<file path="config.mk">
export PLATFORM = sky130hd
export DESIGN_NAME = cpu_timing_fsm
export DESIGN_NICKNAME = d
export VERILOG_FILES = /design/src/rtl/cpu_timing_fsm_pkg.sv /design/src/rtl/cpu_wait_timer.sv /design/src/rtl/cpu_timing_fsm.sv
export SDC_FILE = /design/constraint.sdc
export NUM_CORES = 1
export LEC_CHECK = 0
export ABC_AREA = 1
export BUFFER_PORTS_ARGS = -buffer_cell sky130_fd_sc_hd__buf_2
export CELL_PAD_IN_SITES_DETAIL_PLACEMENT = 0
export CELL_PAD_IN_SITES_GLOBAL_PLACEMENT = 1
export CORE_UTILIZATION = 37
export CTS_BUF_LIST = sky130_fd_sc_hd__clkbuf_2 sky130_fd_sc_hd__clkbuf_4 sky130_fd_sc_hd__clkbuf_8
export CTS_CLUSTER_DIAMETER = 200
export DETAILED_ROUTE_END_ITERATION = 16
export GPL_TIMING_DRIVEN = 0
export HOLD_SLACK_MARGIN = 0.1
export MAX_ROUTING_LAYER = met4
export PLACE_DENSITY_LB_ADDON = 0.2
export SYNTH_ARGS = -nofsm -noshare
export SYNTH_HDL_FRONTEND = slang
export SYNTH_SLANG_ARGS = --single-unit
</file>
<file path="constraint.sdc">
create_clock -name clk -period 1.9 [get_ports clk]
set_clock_uncertainty 0.2 [all_clocks]
set_input_delay 0.475 -clock clk [delete_from_list [all_inputs] [get_ports clk]]
set_output_delay 0.475 -clock clk [all_outputs]
set_load 0.05 [all_outputs]
</file>
<file path="src/rtl/cpu_timing_fsm_pkg.sv">
// ---------------------------------------------------------------------------
// cpu_timing_fsm_pkg
// Shared CPU definitions: instruction-cycle state encodings used by the
// timing sequencer and by control_logic, plus the EX-phase sizing helper.
// ---------------------------------------------------------------------------
package cpu_timing_fsm_pkg;

  typedef enum logic [2:0] {
    ST_IDLE = 3'd0,
    ST_IF1  = 3'd1,
    ST_IF2  = 3'd2,
    ST_EX1  = 3'd3,
    ST_EX2  = 3'd4,
    ST_EX3  = 3'd5,
    ST_EX4  = 3'd6
  } cpu_state_e;

  // Number of EX beats for the decoded instruction. LW outranks SW when the
  // decoder asserts both. The value 4 (EX4) is reserved and never produced.
  function automatic logic [2:0] beats_for(input logic sw, input logic lw);
    if (lw)      return 3'd3;
    else if (sw) return 3'd2;
    else         return 3'd1;
  endfunction

endpackage

</file>
<file path="src/rtl/cpu_wait_timer.sv">
// ---------------------------------------------------------------------------
// cpu_wait_timer
// Counts cycles spent waiting on a bus beat and flags the last allowed cycle.
// Ports:
//   clk       in  clock, rising edge
//   rst_n     in  synchronous reset, active-low
//   clr_i     in  clear counter to 0 (takes priority over en_i)
//   en_i      in  count one waiting cycle
//   expire_o  out counter has reached TIMEOUT-1 (registered-count decode)
// ---------------------------------------------------------------------------
module cpu_wait_timer #(
  parameter int TIMEOUT = 256
) (
  input  logic clk,
  input  logic rst_n,
  input  logic clr_i,
  input  logic en_i,
  output logic expire_o
);

  localparam int W = $clog2(TIMEOUT);
  localparam logic [W-1:0] LAST = W'(TIMEOUT - 1);

  logic [W-1:0] cnt_q;

  always_ff @(posedge clk) begin
    if (!rst_n) begin
      cnt_q <= '0;
    end else if (clr_i) begin
      cnt_q <= '0;
    end else if (en_i && !expire_o) begin
      cnt_q <= cnt_q + W'(1);
    end
  end

  assign expire_o = (cnt_q == LAST);

endmodule

</file>
<file path="src/rtl/cpu_timing_fsm.sv">
// ---------------------------------------------------------------------------
// cpu_timing_fsm
// Instruction-cycle sequencer: IDLE -> IF1 -> IF2 -> EX1..EXn -> IF1.
// Advances on output_done from control_logic, sizes EX from the decode flags
// latched in IF2, counts retired instructions and aborts hung bus waits.
// Ports:
//   clk, rst_n            clock / synchronous active-low reset
//   run                   1 = keep fetching, 0 = stop at instruction boundary
//   output_done           beat complete from control_logic
//   ins_SW, ins_LW        decode flags, sampled in IF2
//   cur_state             current state code
//   Mif, Mex              fetch / execute phase flags
//   T1_Mif, T2_Mif        first-cycle strobes of IF1 / IF2
//   T1..T4                first-cycle strobes of EX1..EX4
//   ins_retired           one-cycle pulse after the last EX beat completes
//   instr_count           retired-instruction counter (wraps)
//   timeout_err           sticky bus-wait timeout flag
//   busy                  state is not IDLE
// All outputs come from registers; none depends combinationally on output_done.
// ---------------------------------------------------------------------------
module cpu_timing_fsm
  import cpu_timing_fsm_pkg::*;
#(
  parameter int TIMEOUT = 256,
  parameter int CNT_W   = 32
) (
  input  logic             clk,
  input  logic             rst_n,
  input  logic             run,
  input  logic             output_done,
  input  logic             ins_SW,
  input  logic             ins_LW,
  output logic [2:0]       cur_state,
  output logic             Mif,
  output logic             Mex,
  output logic             T1_Mif,
  output logic             T2_Mif,
  output logic             T1,
  output logic             T2,
  output logic             T3,
  output logic             T4,
  output logic             ins_retired,
  output logic [CNT_W-1:0] instr_count,
  output logic             timeout_err,
  output logic             busy
);

  cpu_state_e       state_q, state_d;
  logic             entry_q;
  logic [2:0]       beats_q, beats_d;
  logic             retired_q, retire_d;
  logic [CNT_W-1:0] count_q;
  logic             err_q, err_d;
  logic             wait_en, wait_clr, wait_exp;
  logic [2:0]       ex_idx;
  logic [2:0]       st_inc;
  logic             ex2_bus;

  cpu_wait_timer #(
    .TIMEOUT (TIMEOUT)
  ) u_wait (
    .clk      (clk),
    .rst_n    (rst_n),
    .clr_i    (wait_clr),
    .en_i     (wait_en),
    .expire_o (wait_exp)
  );

  always_comb begin
    state_d  = state_q;
    beats_d  = beats_q;
    retire_d = 1'b0;
    err_d    = err_q;
    wait_en  = 1'b0;
    ex_idx   = 3'(state_q) - 3'd2;   // EX1 -> 1, EX2 -> 2, ...
    st_inc   = 3'(state_q) + 3'd1;
    ex2_bus  = (state_q == ST_EX2) && (beats_q >= 3'd2);

    case (state_q)
      ST_IDLE: begin
        if (run && !err_q) state_d = ST_IF1;
      end
      ST_IF1: begin
        wait_en = !output_done;
        if (output_done) begin
          state_d = ST_IF2;
        end else if (wait_exp) begin
          state_d = ST_IDLE;
          err_d   = 1'b1;
        end
      end
      ST_IF2: begin
        // Single cycle; output_done is deliberately ignored here.
        beats_d = beats_for(ins_SW, ins_LW);
        state_d = ST_EX1;
      end
      ST_EX1, ST_EX2, ST_EX3, ST_EX4: begin
        if (ex2_bus) wait_en = !output_done;
        if (output_done) begin
          if (ex_idx < beats_q) begin
            state_d = cpu_state_e'(st_inc);
          end else begin
            // Last beat: run is only consulted here and in IDLE.
            retire_d = 1'b1;
            state_d  = run ? ST_IF1 : ST_IDLE;
          end
        end else if (ex2_bus && wait_exp) begin
          state_d = ST_IDLE;
          err_d   = 1'b1;
        end
      end
      default: state_d = ST_IDLE;
    endcase

    // Every state change restarts the wait count.
    wait_clr = (state_d != state_q);
  end

  always_ff @(posedge clk) begin
    if (!rst_n) begin
      state_q   <= ST_IDLE;
      entry_q   <= 1'b0;
      beats_q   <= 3'd0;
      retired_q <= 1'b0;
      count_q   <= '0;
      err_q     <= 1'b0;
    end else begin
      state_q   <= state_d;
      entry_q   <= (state_d != state_q);
      beats_q   <= beats_d;
      retired_q <= retire_d;
      err_q     <= err_d;
      if (retire_d) count_q <= count_q + CNT_W'(1);
    end
  end

  // Strobes are qualified by the registered entry flag so a long dwell
  // produces only one pulse.
  assign cur_state   = state_q;
  assign Mif         = (state_q == ST_IF1) || (state_q == ST_IF2);
  assign Mex         = (state_q == ST_EX1) || (state_q == ST_EX2) ||
                       (state_q == ST_EX3) || (state_q == ST_EX4);
  assign T1_Mif      = entry_q && (state_q == ST_IF1);
  assign T2_Mif      = entry_q && (state_q == ST_IF2);
  assign T1          = entry_q && (state_q == ST_EX1);
  assign T2          = entry_q && (state_q == ST_EX2);
  assign T3          = entry_q && (state_q == ST_EX3);
  assign T4          = entry_q && (state_q == ST_EX4);
  assign ins_retired = retired_q;
  assign instr_count = count_q;
  assign timeout_err = err_q;
  assign busy        = (state_q != ST_IDLE);

endmodule

</file>
After elaboration in Yosys (flattened, before gate mapping)
Index checks and enable logic that the tools add are counted.
- register bits: 49
- output and inout port bits: 46
- $lt $le $gt $ge: 2
- add/subtract/negate cells: 4
- multiplexer cells: 20
- bitwise operators: 1
- equality and inequality tests: 12
- reductions and logical operators: 23
- operator list (cell ; number):
    $add 32x1->32 const B ; 1
    $mux 3 ; 6
    $pmux 3 s4 ; 1
    $logic_and 1x1->1 ; 10
    $eq 3x3->1 const B ; 3
    $mux 1 ; 9
    $add 8x1->8 const B ; 1
    $eq 8x8->1 const B ; 1
    $eq 3x2->1 const B ; 2
    $ne 2x2->1 const B ; 3
    $reduce_and 5->1 ; 1
    $logic_or 1x1->1 ; 4
    $mux 2 ; 2
    $pmux 1 s2 ; 2
    $reduce_or 4->1 ; 1
    $add 3x1->3 const B ; 1
    $eq 3x1->1 const B ; 1
    $ge 3x2->1 const B ; 1
    $logic_not 1->1 ; 3
    $logic_not 3->1 ; 1
    $lt 3x3->1 ; 1
    $ne 3x3->1 ; 1
    $reduce_bool 3->1 ; 1
    $sub 3x2->3 const B ; 1
    other kinds (4) ; 4

Depth between registers and ports, before layout
- depth in word-level cells: 8
- gate-level depth with buffers: 15

Modules after synthesis
From an unflattened synthesis, not the netlist that was laid out.
- cells, all modules: 478
- area total of the unflattened synthesis: 3100.5 um^2
- modules (own cells, without submodules) (module ; sequential area each (um^2) ; cells an instance ; times used ; area each (um^2)):
    cpu_timing_fsm ; 800.8 ; 404 ; 1 ; 2591.2
    cpu_wait_timer ; 160.2 ; 74 ; 1 ; 509.2

Worst setup path after synthesis
OpenSTA, ideal clock, no wires.
- path type: reg2reg
- start point: register state_q[1] (netlist: cur_state[1])
- end point: register u_wait.cnt_q[6]
- stages on the path, launching flop included: 11
- path slack: -0.587 ns
- arrival: 2.171 ns
- buffers on the path: 0
- cells stage by stage: dfxtp_1 inv_1 ha_1 nand2_1 a21oi_1 nor2_1 nand3_1 nand2_1 nand2_2 nand4_4 nor2_1
- cells in the longest elaborated chain, start to end: 8
- RTL lines (what ; RTL line ; source):
    from (decl) ; cpu_timing_fsm.sv:48 ; cpu_state_e state_q, state_d;
    from (signal assigned) ; cpu_timing_fsm.sv:128 ; state_q <= state_d;
    branches (longest 8 deep; another with $sub 3x2->3) ; -- ;
    to (signal assigned) ; cpu_wait_timer.sv:32 ; cnt_q <= cnt_q + W'(1);
    to (decl) ; cpu_wait_timer.sv:24 ; logic [W-1:0] cnt_q;
Several ways; the timed one is not identified.
A chain may end at the register's enable or synchronous reset.

Worst setup path in the final report
- start point: register state_q[0] (netlist: cur_state[0])
- end point: output port Mex
- cells in the longest elaborated chain, start to end: 4
- RTL lines (what ; RTL line ; source):
    $eq 3x2->1 or $eq 3x3->1 (tied branches) ; cpu_timing_fsm.sv:141 ; assign Mex = (state_q == ST_EX1) || (state_q == ST_EX2) ||
    $logic_or 1x1->1 (2 in series) ; cpu_timing_fsm.sv:141 ;
    $logic_or 1x1->1 * ; cpu_timing_fsm.sv:142 ; (state_q == ST_EX3) || (state_q == ST_EX4);
    to (decl) ; cpu_timing_fsm.sv:35 ; output logic Mex,
Every way passes the cells marked *; elsewhere a longest branch is shown, timed or not.

==> results.txt <==
The signal on the critical path passes through ha_4 -> ha_4 -> inv_2 -> nand2_2 -> inv_2 -> nand2_8 -> buf_8. In the routed design, unresolved DRC markers number 0. Detailed placement ended at an HPWL of 5.450 mm. The total routing usage reported by global routing was 20.56%. The number of setup violations in the final report is 41, and the non-filler instance count after layout is 587. In this run the power density over the cells is 890.0 nW/um2.

The tools report the headroom to the max-slew limit as 55.51%. In this run the tool buffered the top-level ports with 51 buffer cells. The worst setup path is launched from a register. The repair_antennas step left the layout with diodes totalling 0. Measured along the x axis, the die boundary spans 89.58 um.

For the worst setup path, the data required time is 1.22 ns. The routability congestion estimate from global placement is 0.8307. After detailed routing, the average wire length per cell comes to 13.35 um. The number of flops mapped to enable cells by yosys works out to 0. TritonCTS built the clock tree.

After floorplanning, the core was sized to cover 7331 um2. The logs give 0 for the number of pins exceeding their max-slew limit in the final report and 501 for the final-stage net count. Once the floorplan was initialized, standard cells occupied 38.71% of the core. For the pin with the worst max-slew slack, the measured transition is 0.6674 ns.

In this run the remaining antenna-violating nets after routing total 0. Number of clock sinks: 48. Commonest non-fill, non-tap cell in the layout: nand2_1. The number of buffers added by the clock tree synthesis step was 5; the mean instance size in the synthesized netlist was 6.989 um2. The tool flagged a number of max-cap violations equal to 0. The mapped netlist covers 2838 um2. The final period demand of the worst path works out to 2.107 ns. The first global-routing pass estimated 12.21 mm of wire. The flow ran to the end, but the final reports show violations. The critical path is of the reg2out type. Of all nets on the critical path, the largest fanout is 5. The worst setup path is captured at an output pin. Data on the critical path arrives at its endpoint at 1.43 ns. The clock transition at the registers of the reported paths was 0.08 ns; the share of synthesized area occupied by flip-flops and latches was 33.86%. The synthesized netlist cell count is 406, and the share of synthesized flip-flops with an asynchronous set or reset is 0%. Wires add up to 7.834 mm.

The initialized floorplan defines 31 standard-cell rows. The tools report the maximum clock frequency as 0.4746 GHz. In this run the number of H-tree levels came out at 2. The static leakage power is 1.660 nW, and the yosys synthesis warning count is 0. Worst-path cell with the longest stage delay: dfxtp_4.

The checks that failed: setup timing. In this design, the stage delay of the slowest critical-path cell is 0.39 ns. Measured in cells, the most critical reg-to-reg path has a length of 12. In the routed layout, each cell is associated on average with a via count of 4.917.

The run gives 0 as the hold violation total from the final report. For the clock insertion delay at the later pin of the skew report, the log shows 0.31 ns. In this run, distinct cell masters in the synthesized netlist total 35.

Post-synthesis to final-layout area growth: 38.54%. The run gives 4 as the number of iterations in the first detailed-routing pass. VDD sags by at most 0.5752 mV. The run gives 556 as the cell count after placement. The library cell used as clock root buffer was clkbuf_8. The number of buffers on the longest clock path was 2. The run gives 8024 um2 as the die outline area. The class of the most critical hold timing path was in2reg.

Commonest register cell after synthesis: dfxtp_1. The synthesized design contains 48 register bits. Of the cells placed in the final design, the portion with a size suffix greater than 1 is 37.50%. In this run the vertical extent of the chip is 89.58 um.

The total vias in the final route is 2886. The number of global-route vias before repair is 2450, and the overall overflow remaining after global route is 0. The number of antenna violations at the first check in global routing came out at 0.

The logs give 743 for the number of fill cells and 119 for the number of DRC markers after the initial detailed-route iteration. Setup repair after global routing could not meet its margin everywhere. The logs give 52 for the top-level I/O count and -0.2194 ns for the worst slack at placement. The final worst-path setup slack is -0.2069 ns.

The top cell types in the final layout, fill and taps aside, are 84 x nand2_1, 41 x inv_1, 41 x buf_2. The worst hold path passes through 2 cells. The final period utilization was 110.9%.

The maximum number of pins on one net before global-route repair is 15, and the synthesized net count is 420.
-- final cells by class --
| type | count | area [um2] | share of cell area, % |
|---|---|---|---|
| Inverter | 50 | 215.2 | 5.474 |
| Timing Repair Buffer | 75 | 548.0 | 13.94 |
| Multi-Input combinational cell | 301 | 1913 | 48.66 |
| Sequential cell | 48 | 985.9 | 25.08 |
| Clock buffer | 7 | 90.09 | 2.292 |
| Buffer | 6 | 48.80 | 1.241 |
| Tap cell | 99 | 123.9 | 3.151 |
| Clock inverter | 1 | 6.256 | 0.1591 |
-- synthesized netlist by cell type, types with 3 or more instances --
cell type / count / share of area, %
a21oi_1: 28 / 4.9
a31oi_1: 3 / 0.66
clkbuf_1: 3 / 0.40
dfxtp_1: 48 / 34
ha_1: 8 / 3.5
inv_1: 47 / 6.2
nand2_1: 97 / 13
nand2_2: 8 / 1.8
nand2_4: 3 / 1.2
nand3_1: 19 / 3.4
nand4_1: 11 / 2.4
nor2_1: 49 / 6.5
nor2_2: 4 / 0.88
nor3_1: 15 / 2.6
nor3b_2: 3 / 1.3
o21a_1: 3 / 0.79
o21ai_0: 14 / 2.5
xnor2_1: 7 / 2.2
xor2_1: 13 / 4.0
-- metal layers --
| metal | vias up | track usage [%] | part of all wire, % |
|---|---|---|---|
| met3 | 5 | 3.565 | 3.9 |
| met1 | 1339 | 29.51 | 50 |
| met5 | - | - | 0 |
| met4 | 0 | 5.195 | 0.89 |
| li1 | 1483 | - | - |
| met2 | 59 | 29.61 | 45 |
-- cell families (layout without fill, tap and decap cells) --
group           Yosys count  in the layout  share of synthesized area [%]
fa+ha+maj                 8              8                          3.527
buf+inv                  57            139                          8.422
simple gates            221            221                          38.01
flops                    48             48                          33.86
mux                       1              1                         0.3968
compound gates           51             51                          9.612
xor+xnor                 20             20                          6.173
-- worst max-delay path: cells and delay by family (launching register included) --
kind | cells | cell delay [ns]
flops | 1 | 0.39
fa+ha+maj | 2 | 0.33
buf+inv | 3 | 0.28
simple gates | 2 | 0.13
-- report_power, final --
group | leakage [nW] | internal, mW | switching, mW
registers | 0.395 | 1.08 | 0.0844
clock network | 0.0522 | 0.312 | 0.360
logic | 1.21 | 0.643 | 1.02
total | 1.66 | 2.03 | 1.47
-- sequential cells by signal, summed over array words and instances (netlist names) --
register and flops:
instr_count 32, u_wait.cnt_q 8, cur_state 3, beats_q 2, entry_q 1, ins_retired 1, timeout_err 1
-- per-stage QoR --
| stage | setup TNS [ns] | hold WS (ns) | util [%] | power [mW] | instance area [um2] |
|---|---|---|---|---|---|
| 2_1_floorplan | -2.057 | 0.2846 | - | 2.138 | 2979 |
| 3_3_place_gp | -3.595 | 0.2562 | 45.81 | 2.379 | 3358 |
| 3_5_place_dp | -4.409 | 0.2715 | 45.81 | 2.393 | 3358 |
| 4_1_cts | -3.576 | 0.1669 | 50.47 | 3.298 | 3700 |
| 5_1_grt | -8.281 | 0.1729 | 53.63 | 3.704 | 3931 |
| 6_report | -3.410 | 0.1755 | 53.63 | 3.499 | 3931 |
-- path summary, 6_finish.rpt --
kind | to | start | slack [ns]
setup / recovery | Mex | cur_state[0]$_SDFF_PN0_ | -0.21
hold / removal | beats_q[0]$_SDFFE_PN0P_ | ins_SW | 0.18
setup reg to reg | instr_count[26]$_SDFFE_PN0P_ | cur_state[0]$_SDFF_PN0_ | -0.15
hold reg to reg | instr_count[7]$_SDFFE_PN0P_ | instr_count[7]$_SDFFE_PN0P_ | 0.30
-- repair_timing --
item | CTS | global route
buffers inserted | 15 | 7
resized for setup | 45 | 51
hold buffers | 0 | 0
pin swaps | 11 | 13
endpoints found under the setup margin | 44 | 52
gates cloned | 2 | 0
(Power assumes the default switching activity.)
